### src/rtl/multimode_reg.sv
// rtl/multimode_reg.sv - WIDTH-bit register with hold/load/shift/rotate/count modes
// Provides complementary outputs, serial taps, terminal-count detect and a registered wrap pulse.
module multimode_reg #(
    parameter int               WIDTH     = 8,
    parameter logic [WIDTH-1:0] RESET_VAL = '0
) (
    input  logic             clk,
    input  logic             clear,
    input  logic             en,
    input  logic [2:0]       mode,
    input  logic [WIDTH-1:0] d,
    input  logic             sin_l,
    input  logic             sin_r,
    output logic [WIDTH-1:0] q,
    output logic [WIDTH-1:0] qbar,
    output logic             sout_l,
    output logic             sout_r,
    output logic             tc,
    output logic             wrap
);

    localparam logic [WIDTH-1:0] ONE = {{(WIDTH-1){1'b0}}, 1'b1};

    logic [WIDTH-1:0] q_q, q_d;
    logic             wrap_q, wrap_d;
    logic             tc_c;

    // Terminal count looks at the current mode, so it is valid before the edge that wraps.
    always_comb begin
        tc_c = ((mode == 3'b110) && (&q_q)) || ((mode == 3'b111) && (q_q == '0));
    end

    always_comb begin
        q_d    = q_q;
        wrap_d = 1'b0;
        if (en) begin
            wrap_d = tc_c;
            case (mode)
                3'b001:  q_d = d;
                3'b010:  q_d = {q_q[WIDTH-2:0], sin_r};
                3'b011:  q_d = {sin_l, q_q[WIDTH-1:1]};
                3'b100:  q_d = {q_q[WIDTH-2:0], q_q[WIDTH-1]};
                3'b101:  q_d = {q_q[0], q_q[WIDTH-1:1]};
                3'b110:  q_d = q_q + ONE;
                3'b111:  q_d = q_q - ONE;
                default: q_d = q_q;
            endcase
        end
    end

    always_ff @(posedge clk) begin
        if (clear) begin
            q_q    <= RESET_VAL;
            wrap_q <= 1'b0;
        end else begin
            q_q    <= q_d;
            wrap_q <= wrap_d;
        end
    end

    assign q      = q_q;
    assign qbar   = ~q_q;
    assign sout_l = q_q[WIDTH-1];
    assign sout_r = q_q[0];
    assign tc     = tc_c;
    assign wrap   = wrap_q;

endmodule

### config.mk
export PLATFORM = sky130hd
export DESIGN_NAME = multimode_reg
export DESIGN_NICKNAME = d
export VERILOG_FILES = /design/src/rtl/multimode_reg.sv
export SDC_FILE = /design/constraint.sdc
export NUM_CORES = 1
export LEC_CHECK = 0
export CAP_MARGIN = 20
export CORE_UTILIZATION = 50
export CTS_BUF_LIST = sky130_fd_sc_hd__clkbuf_4 sky130_fd_sc_hd__clkbuf_8
export CTS_CLUSTER_SIZE = 16
export DETAILED_ROUTE_END_ITERATION = 6
export PLACE_DENSITY = 0.86
export SYNTH_ARGS = -nofsm -noshare
export SYNTH_HDL_FRONTEND = slang
export SYNTH_SLANG_ARGS = --single-unit
### constraint.sdc
create_clock -name clk -period 3.45 [get_ports clk]
set_clock_uncertainty 0.1 [all_clocks]
set_input_delay 0.69 -clock clk [delete_from_list [all_inputs] [get_ports clk]]
set_output_delay 0.69 -clock clk [all_outputs]
set_load 0.01 [all_outputs]
Word-level counts from Yosys, hierarchy flattened
Index checks and enable logic that the tools add are counted.
{"block": "totals", "register_bits": 9, "in_bits": 16, "out_inout_bits": 20, "wordCells": 22}
{"block": "classes", "addsub": 2, "eq_ne": 7, "muxes": 1, "bitwise": 2, "n_reduce_logical": 8}
{"operator": "8-bit case mux with 7 select lines", "count": 1}
{"operator": "3-bit equality test (second input constant)", "count": 4}
{"operator": "8-bit by 1-bit adder with 8-bit output (second input constant)", "count": 1}
{"operator": "8-bit zero test", "count": 1}
{"operator": "8-bit inverter", "count": 1}
{"operator": "8-bit AND reduction", "count": 1}
{"operator": "8-bit by 1-bit subtractor with 8-bit output (second input constant)", "count": 1}
{"operator": "7-bit nonzero test", "count": 1}
{"operator": "3-bit by 2-bit equality test with 1-bit output (second input constant)", "count": 2}
{"operator": "3-bit by 1-bit equality test with 1-bit output (second input constant)", "count": 1}
{"operator": "1-bit logical AND", "count": 2}
{"operator": "2-bit AND reduction", "count": 1}
{"operator": "2-bit OR reduction", "count": 1}
{"operator": "1-bit logical OR", "count": 1}
{"operator": "1-bit inverter", "count": 1}

Logic depth before layout (Yosys ltp)
Gate-level depths: netlist (run 1).
{"block": "depth", "depth_word": 3, "ltp_mapped": 8, "ltp_nobuf": 7}

Worst setup path after synthesis (run 1)
Ideal clock, no wire load.
{"block": "synth_path", "kind": "in2reg", "startpoint": "input mode[1]", "endpoint": "register q_q[4] (netlist: q[4])", "setup_ns": 0.095, "t_arrival_ns": 2.054, "required_ns": 3.255, "slack_ns": 1.201, "cell_stages": 8, "path_buffers": 1, "path_cell_list": "buf_6 -> nand3_1 -> xnor2_1 -> ha_1 -> nand2b_1 -> o32a_1 -> a21o_1 -> a221oi_1"}
{"block": "synth_between", "elab_chain_cells": 3, "elab_cells_between_ends": 10, "classes_between": "eq/ne (7); mux (1); reduce/logical (2)"}
{"element": "start, declared", "line_no": "10", "text": "input logic [2:0] mode,"}
{"element": "3-bit equality test (tied with other cells)", "line_no": "38", "text": "case (mode)"}
{"element": "7-bit nonzero test (no line)"}
{"element": "2-bit AND reduction (no line)"}
{"element": "end signal, assigned", "line_no": "56", "text": "q_q <= q_d;"}
{"element": "end, declared", "line_no": "24", "text": "logic [WIDTH-1:0] q_q, q_d;"}
Parallel ways exist; a longest one is shown, timed or not.
A chain may end at the register's enable or synchronous reset.

Final worst setup path (run 1)
{"block": "layout_path", "startpoint": "input mode[1]", "endpoint": "output tc"}
{"block": "layout_between", "elab_chain_cells": 3, "elab_cells_between_ends": 5, "classes_between": "eq/ne (2); reduce/logical (3)"}
{"element": "3-bit equality test", "line_no": "30", "text": "tc_c = ((mode == 3'b110) && (&q_q)) || ((mode == 3'b111) && (q_q == '0));"}
{"element": "1-bit logical AND", "line_no": "30"}
{"element": "1-bit logical OR (*)", "line_no": "30"}
{"element": "end, declared", "line_no": "18", "text": "output logic tc,"}
Every way passes the cells marked *; elsewhere a longest branch is shown, timed or not.

==> results of run 1 <==
-- sequential cells by signal, summed over array words and instances, names as in the netlist --
signal	flops
q	8
wrap	1
-- area by class of cell --
cell class | count | area, um2
tap | 27 | 33.78
inverter | 11 | 41.29
sequential | 9 | 180.2
timing repair buffer | 41 | 395.4
fill | 173 | 579.3
clock buffer | 4 | 30.03
multi-input combinational | 102 | 742.0
-- cells in the mapped netlist, types with 2 or more instances --
cell,count
a21o_1,2
a311oi_1,2
o21ai_0,8
buf_4,4
nor3b_1,2
nor3_1,6
or2_2,2
nand3b_1,2
nor2_1,8
nand3_1,2
dfxtp_1,9
a221oi_1,2
buf_6,6
o31a_1,2
a21oi_1,3
nand4_1,2
o21a_1,2
inv_1,11
o211ai_1,2
mux2i_1,4
mux2_2,3
nand2b_1,4
o221ai_1,2
buf_2,5
nand2_1,9
o31ai_1,4
-- routing by layer --
metal | up-vias | routed length, um
met5 | - | 0
met2 | 75 | 1490
met3 | 15 | 306
met4 | 0 | 120
li1 | 571 | -
met1 | 576 | 1289
-- power groups by stage --
stage                     clock [mW]  sequential, mW  combinational, mW
after global routing           0.109           0.133              0.194
after CTS                      0.101           0.130              0.181
after floorplan                    0           0.129              0.114
after detailed placement           0           0.133              0.178
after global placement             0           0.132              0.175
final                         0.0994           0.131              0.182
-- logic make-up (layout without fill, tap and decap cells) --
| logic type | count (synthesis) | after routing | share of synthesized area |
|---|---|---|---|
| fa+ha+maj | 2 | 2 | 0.02066 |
| buf+inv | 27 | 56 | 0.1538 |
| xor+xnor | 2 | 2 | 0.01608 |
| flops | 9 | 9 | 0.1653 |
| mux | 7 | 7 | 0.06774 |
| simple gates | 48 | 48 | 0.2641 |
| compound gates | 43 | 43 | 0.3123 |
-- worst max path at each step --
stage                        from   end  slack [ns]  cells after the start
after detailed placement  mode[1]    tc        0.25                      6
after CTS                 mode[1]    tc        0.23                      6
final                     mode[1]    tc        0.24                      6
after floorplan           mode[1]  q[4]        1.20                      8
after global placement    mode[1]    tc        0.28                      6
after global routing      mode[1]    tc        0.12                      6
-- worst max-delay path, stage by stage --
cell and delay [ns]:
clkdlybuf4s50_1 0.52, nand4b_1 0.21, nor4_4 0.30, nand2_1 0.11
nand2_1 0.06, clkdlybuf4s50_1 0.52
-- stage by stage --
step / cell area (um2) / std cells / util
finish: 1423 / 194 / 0.7106
global placement: 1393 / 190 / 0.6956
floorplan: 1090 / 138 / -
CTS: 1423 / 194 / 0.7106
detailed placement: 1393 / 190 / 0.6956
global route: 1423 / 194 / 0.7106
==> results by group, run 1 <==
Timing
  • RSZ-0062 raised after global routing: false
  • Period utilization: 0.9308
  • Highest Clock Rate: 311.4 MHz
  • Worst Tran Pin Value: 0.7632 ns
  • Post-route setup TNS: 0 ns
  • Final Hold Fails: 0
  • Endpoints failing setup: 0
  • Hold Slack: 0.5407 ns
  • Final WS setup: about 0.24 ns
  • Slew headroom: 0.4868
  • Final slew viol count: 0
  • Min cycle time layout: ~3.2 ns

Floorplanning
  • Die ar.: 2370 um2
  • Initial Utilization: 0.5444
  • I/O Pins: 36
  • Chip Height: 48.69 um
  • Core ar.: 2002 um2
  • Rows: 16
  • Die Wd: 48.69 um

Detailed routing
  • Antenna viol nets, final: 0
  • DRC: 0
  • Vias after detailed routing: 1,237
  • DR WL/cell: approximately 17 um
  • Routed vias/inst: 6.376
  • First-pass iteration count of the detailed router: 4
  • Number of DRC markers in iteration 0: 72
  • Routed wire length: between 3000 and 4000 um

Pwr
  • Logic gate share of total power: 0.442
  • PwrDens: 289.9 nW/um2
  • Pleak: 0.5013 nW
  • Total power: 412.4 uW
  • Psw: between 150 and 200 uW
  • Sequential power share: 0.317
  • Clk pwr share: 0.241
  • Internal Power: around 260 uW
  • Maximum VDD drop: 246.1 uV
  • Sw Ratio: 0.3674

Logic synthesis
  • Area share of the largest cell type after synthesis: 0.1653
  • Asr flop ratio synth: 0
  • Post-Syn Nets: roughly 160
  • Post-synth top area cell: dfxtp_1
  • Yosys reg bits: 9
  • Syn Inst Count: 138
  • Post-synth cell types: 56
  • Post-synth EDFFs: 0
  • Post-Synthesis Cell Area: 1090 um2
  • Synth area leaders: dfxtp_1, buf_6, inv_1
  • Sequential-to-total area share from yosys stat: 0.1653
  • Synth Flop Type: dfxtp_1
  • Avg Inst Size Synth: 7.897 um2
  • Yosys warning count: 0

Critical path
  • Critical Path Start Type: input pin
  • R2R Path End: q[4]
  • Worst EP required: 2.66 ns
  • Worst-path fanout max: 3
  • CP Data Arrival Time: 2.42 ns
  • Internal reg-to-reg setup slack: 1.45 ns
  • Cells on worst reg2reg path: 7
  • WS Path Type: in2out
  • Crit. End Element: primary output
  • Critical R2R Launch: q[1]

Global route
  • First-pass GRT wire length: 5230 um
  • Initial antenna violation count: 0
  • Grt ovf: 0
  • Layer with the highest usage: met2
  • Largest net degree at the start of global routing: 23
  • Met1 usage: 0.3626
  • Vias in the first global route: 1,108
  • M2 GR Usage: 0.4630
  • Total global-route track usage: 0.2868
  • Met3 Resource Use GR: 0.04717

Clock tree
  • Root Driver: clkbuf_4
  • H-tree depth: 1
  • Postcts setup bufs: 0
  • Clock Latency Late Sink: around 0.28 ns
  • Hold Buf Count CTS: 0
  • CTS tree: done
  • Clock Tree Buf Depth: 2
  • PostCTS Resize Cnt: 0
  • Inserted Clock Buffers: 3
  • Num Clock Sinks: 9
  • Clk slew on worst S/H paths: around 0.08 ns

Layout
  • Most common cell after layout, fill and taps aside: clkdlybuf4s50_1
  • Diodes inserted: 0
  • Nets@finish: 185
  • Fraction of layout instances using a drive strength above 1: 0.1377
  • Most frequent cells in the layout: clkdlybuf4s50_1, inv_1, nand2_1, dfxtp_1
  • P&R area growth vs syn: 30.54%

Run status
  • Status: completed

Min path
  • Hold depth: 2
  • Worst hold start: q[4]
  • Hold Crit Endpoint: q[4]
  • Tightest Hold Check Type: reg2reg

Placed design
  • DP Worst Slack: around 0.25 ns
  • Hpwl dp: about 2300 um
  • GP Congestion: 0.9621
  • Number of port buffers: 35

Run
  • # Max-Cap Violations: 0
Power figures use the tool's default switching activity.
==> run 2: changes to the inputs <==
Settings changed: PLACE_DENSITY 0.86 to 0.85.
==> results by group, run 2 (same netlist as run 1, synthesis figures left out) <==
Timing
  • Final Hold Fails: 0 (unchanged)
  • Highest Clock Rate: 310.3 MHz (-0.37%)
  • Post-route setup TNS: 0 ns (unchanged)
  • Worst Tran Pin Value: 0.7692 ns (+0.005971 ns)
  • Endpoints failing setup: 0 (unchanged)
  • Final slew viol count: 0 (unchanged)
  • RSZ-0062 raised after global routing: false
  • Slew headroom: 0.4828 (-0.004015)
  • Min cycle time layout: 3.223 ns (+0.01183 ns)
  • Period utilization: 0.9342 (+0.003429)

Critical path
  • Critical Path Source: mode[1]
  • Crit-path cells: clkdlybuf4s50_1 > nand4b_1 > nor4_4 > nand2_1 > nand2_1 > clkdlybuf4s50_1
  • Slowest CP cell: clkdlybuf4s50_1
  • CP peak stage delay: 0.53 ns (about the same)
  • Critical R2R Launch: q[1]
  • Worst EP required: 2.66 ns (about the same)
  • Critical Path Start Type: input pin
  • Crit. End Element: primary output
  • Internal reg-to-reg setup slack: 1.45 ns (about the same)
  • WS Path Type: in2out
  • CP Data Arrival Time: 2.43 ns (about the same)
  • Buffers & Inverters on Critical Path: 2 (unchanged)
  • Worst-path fanout max: 3 (unchanged)
  • Delay-heaviest family, CP: buffers and inverters

Pwr
  • Sequential power share: 0.325 (+0.008)
  • Sw Ratio: 0.3682 (+0.0007453)
  • Maximum VDD drop: 236.8 uV (-3.8%)
  • Internal Power: 259.8 uW (-0.44%)
  • Psw: 151.4 uW (-0.12%)
  • Logic gate share of total power: 0.433 (-0.009)
  • Pleak: 0.4961 nW (-1.0%)
  • Clk pwr share: 0.242 (about the same)
  • PwrDens: 290.5 nW/um2 (+0.21%)

Detailed routing
  • Routed vias/inst: 6.212 (-2.6%)
  • DR WL/cell: 16.94 um (+2.5%)
  • DRC: 0 (unchanged)
  • Vias after detailed routing: 1,199 (-3.1%)
  • Number of DRC markers in iteration 0: 57 (-21%)
  • Routed wire length: 3270 um (+2.0%)
  • Antenna viol nets, final: 0 (unchanged)
  • First-pass iteration count of the detailed router: 5 (+1)

Layout
  • Most frequent cells in the layout: clkdlybuf4s50_1, inv_1, nand2_1, dfxtp_1
  • P&R area growth vs syn: 29.85%
  • Fraction of layout instances using a drive strength above 1: 0.1325 (-0.005194)
  • Diodes inserted: 0 (unchanged)
  • Final core occ: 0.7069 (-0.003750)
  • Nets@finish: 184 (-0.54%)
  • Max FFs per register: 8 (unchanged)
  • Most common cell after layout, fill and taps aside: clkdlybuf4s50_1

Run status
  • Status: completed

Floorplanning
  • Core ar.: 2002 um2 (unchanged)
  • I/O Pins: 36 (unchanged)
  • Die ar.: 2370 um2 (unchanged)
  • Rows: 16 (unchanged)
  • Die Wd: 48.69 um (unchanged)
  • Initial Utilization: 0.5444 (unchanged)
  • Chip Height: 48.69 um (unchanged)

Clock tree
  • Clk slew on worst S/H paths: 0.07 ns (about the same)
  • Hold Buf Count CTS: 0 (unchanged)
  • Postcts setup bufs: 0 (unchanged)
  • Root Driver: clkbuf_4
  • CTS tree: done
  • Num Clock Sinks: 9 (unchanged)
  • Clock Latency Late Sink: 0.28 ns (about the same)
  • Clock Tree Buf Depth: 2 (unchanged)
  • PostCTS Resize Cnt: 0 (unchanged)
  • H-tree depth: 1 (unchanged)
  • Inserted Clock Buffers: 3 (unchanged)

Placed design
  • Number of port buffers: 35 (unchanged)
  • Hpwl dp: 2278 um (+0.30%)
  • GP Congestion: 0.9425 (-2.0%)

Global route
  • Largest net degree at the start of global routing: 23 (unchanged)
  • Initial antenna violation count: 0 (unchanged)
  • First-pass GRT wire length: 5520 um (+5.5%)
  • Total global-route track usage: 0.3012 (+0.01434)
  • Vias in the first global route: 1,124 (+1.4%)
  • Grt ovf: 0 (unchanged)

Min path
  • Worst hold start: q[4]
  • Tightest Hold Check Type: reg2reg

Run
  • # Max-Cap Violations: 0 (unchanged)
==> run 2: cell types whose count changed in the layout (fill, tap and decap cells not counted) <==
cell / before / now
buf_4: 6 / 5
==> run 2: power groups by stage <==
stage,registers (mW),logic (mW),clock network [mW]
global placement,0.135,0.171,0
global route,0.136,0.191,0.106
finish,0.134,0.178,0.0996
detailed placement,0.135,0.174,0
floorplan,0.129,0.114,0
CTS,0.133,0.176,0.0983
==> run 2: routing by layer <==
layer | GRT usage | up-vias | part of all wire
li1 | - | 573 | -
met1 | 0.3826 | 543 | 0.41
met2 | 0.4907 | 78 | 0.48
met3 | 0.05660 | 5 | 0.10
met4 | 0.1324 | 0 | 0.014
met5 | 0 | - | 0
==> run 2: worst paths after layout <==
check        cells past startpoint    to
max                              6    tc
min                              2  q[4]
max reg2reg                      7  q[4]
min reg2reg                      2  q[4]
==> run 2: final cells by class <==
class	instances	area [um2]
clock buffers	4	30.03
well taps	27	33.78
inverters	11	41.29
flip-flops and latches	9	180.2
repair buffers	40	387.9
multi-input cells	102	742.0
fillers	168	586.8
==> run 2: worst min-delay path, delay by kind of cell (launching register included) <==
kind	cells	cell delay (ns)
AO/OA/AOI/OAI	1	0.08
buffers and inverters	1	0.10
flip-flops	1	0.40
==> run 2: stage by stage <==
step | std cells | hold WS (ns) | area (um2) | power (mW) | setup slack, ns
finish | 193 | 0.5340 | 1415 | 0.4111 | 0.2269
global route | 193 | 0.5857 | 1415 | 0.4331 | 0.1618
CTS | 193 | 0.5290 | 1415 | 0.4068 | 0.2334
detailed placement | 189 | 0.5126 | 1385 | 0.3093 | 0.2498
global placement | 189 | 0.4985 | 1385 | 0.3059 | 0.2821
floorplan | 138 | 0.4958 | 1090 | 0.2427 | 1.201
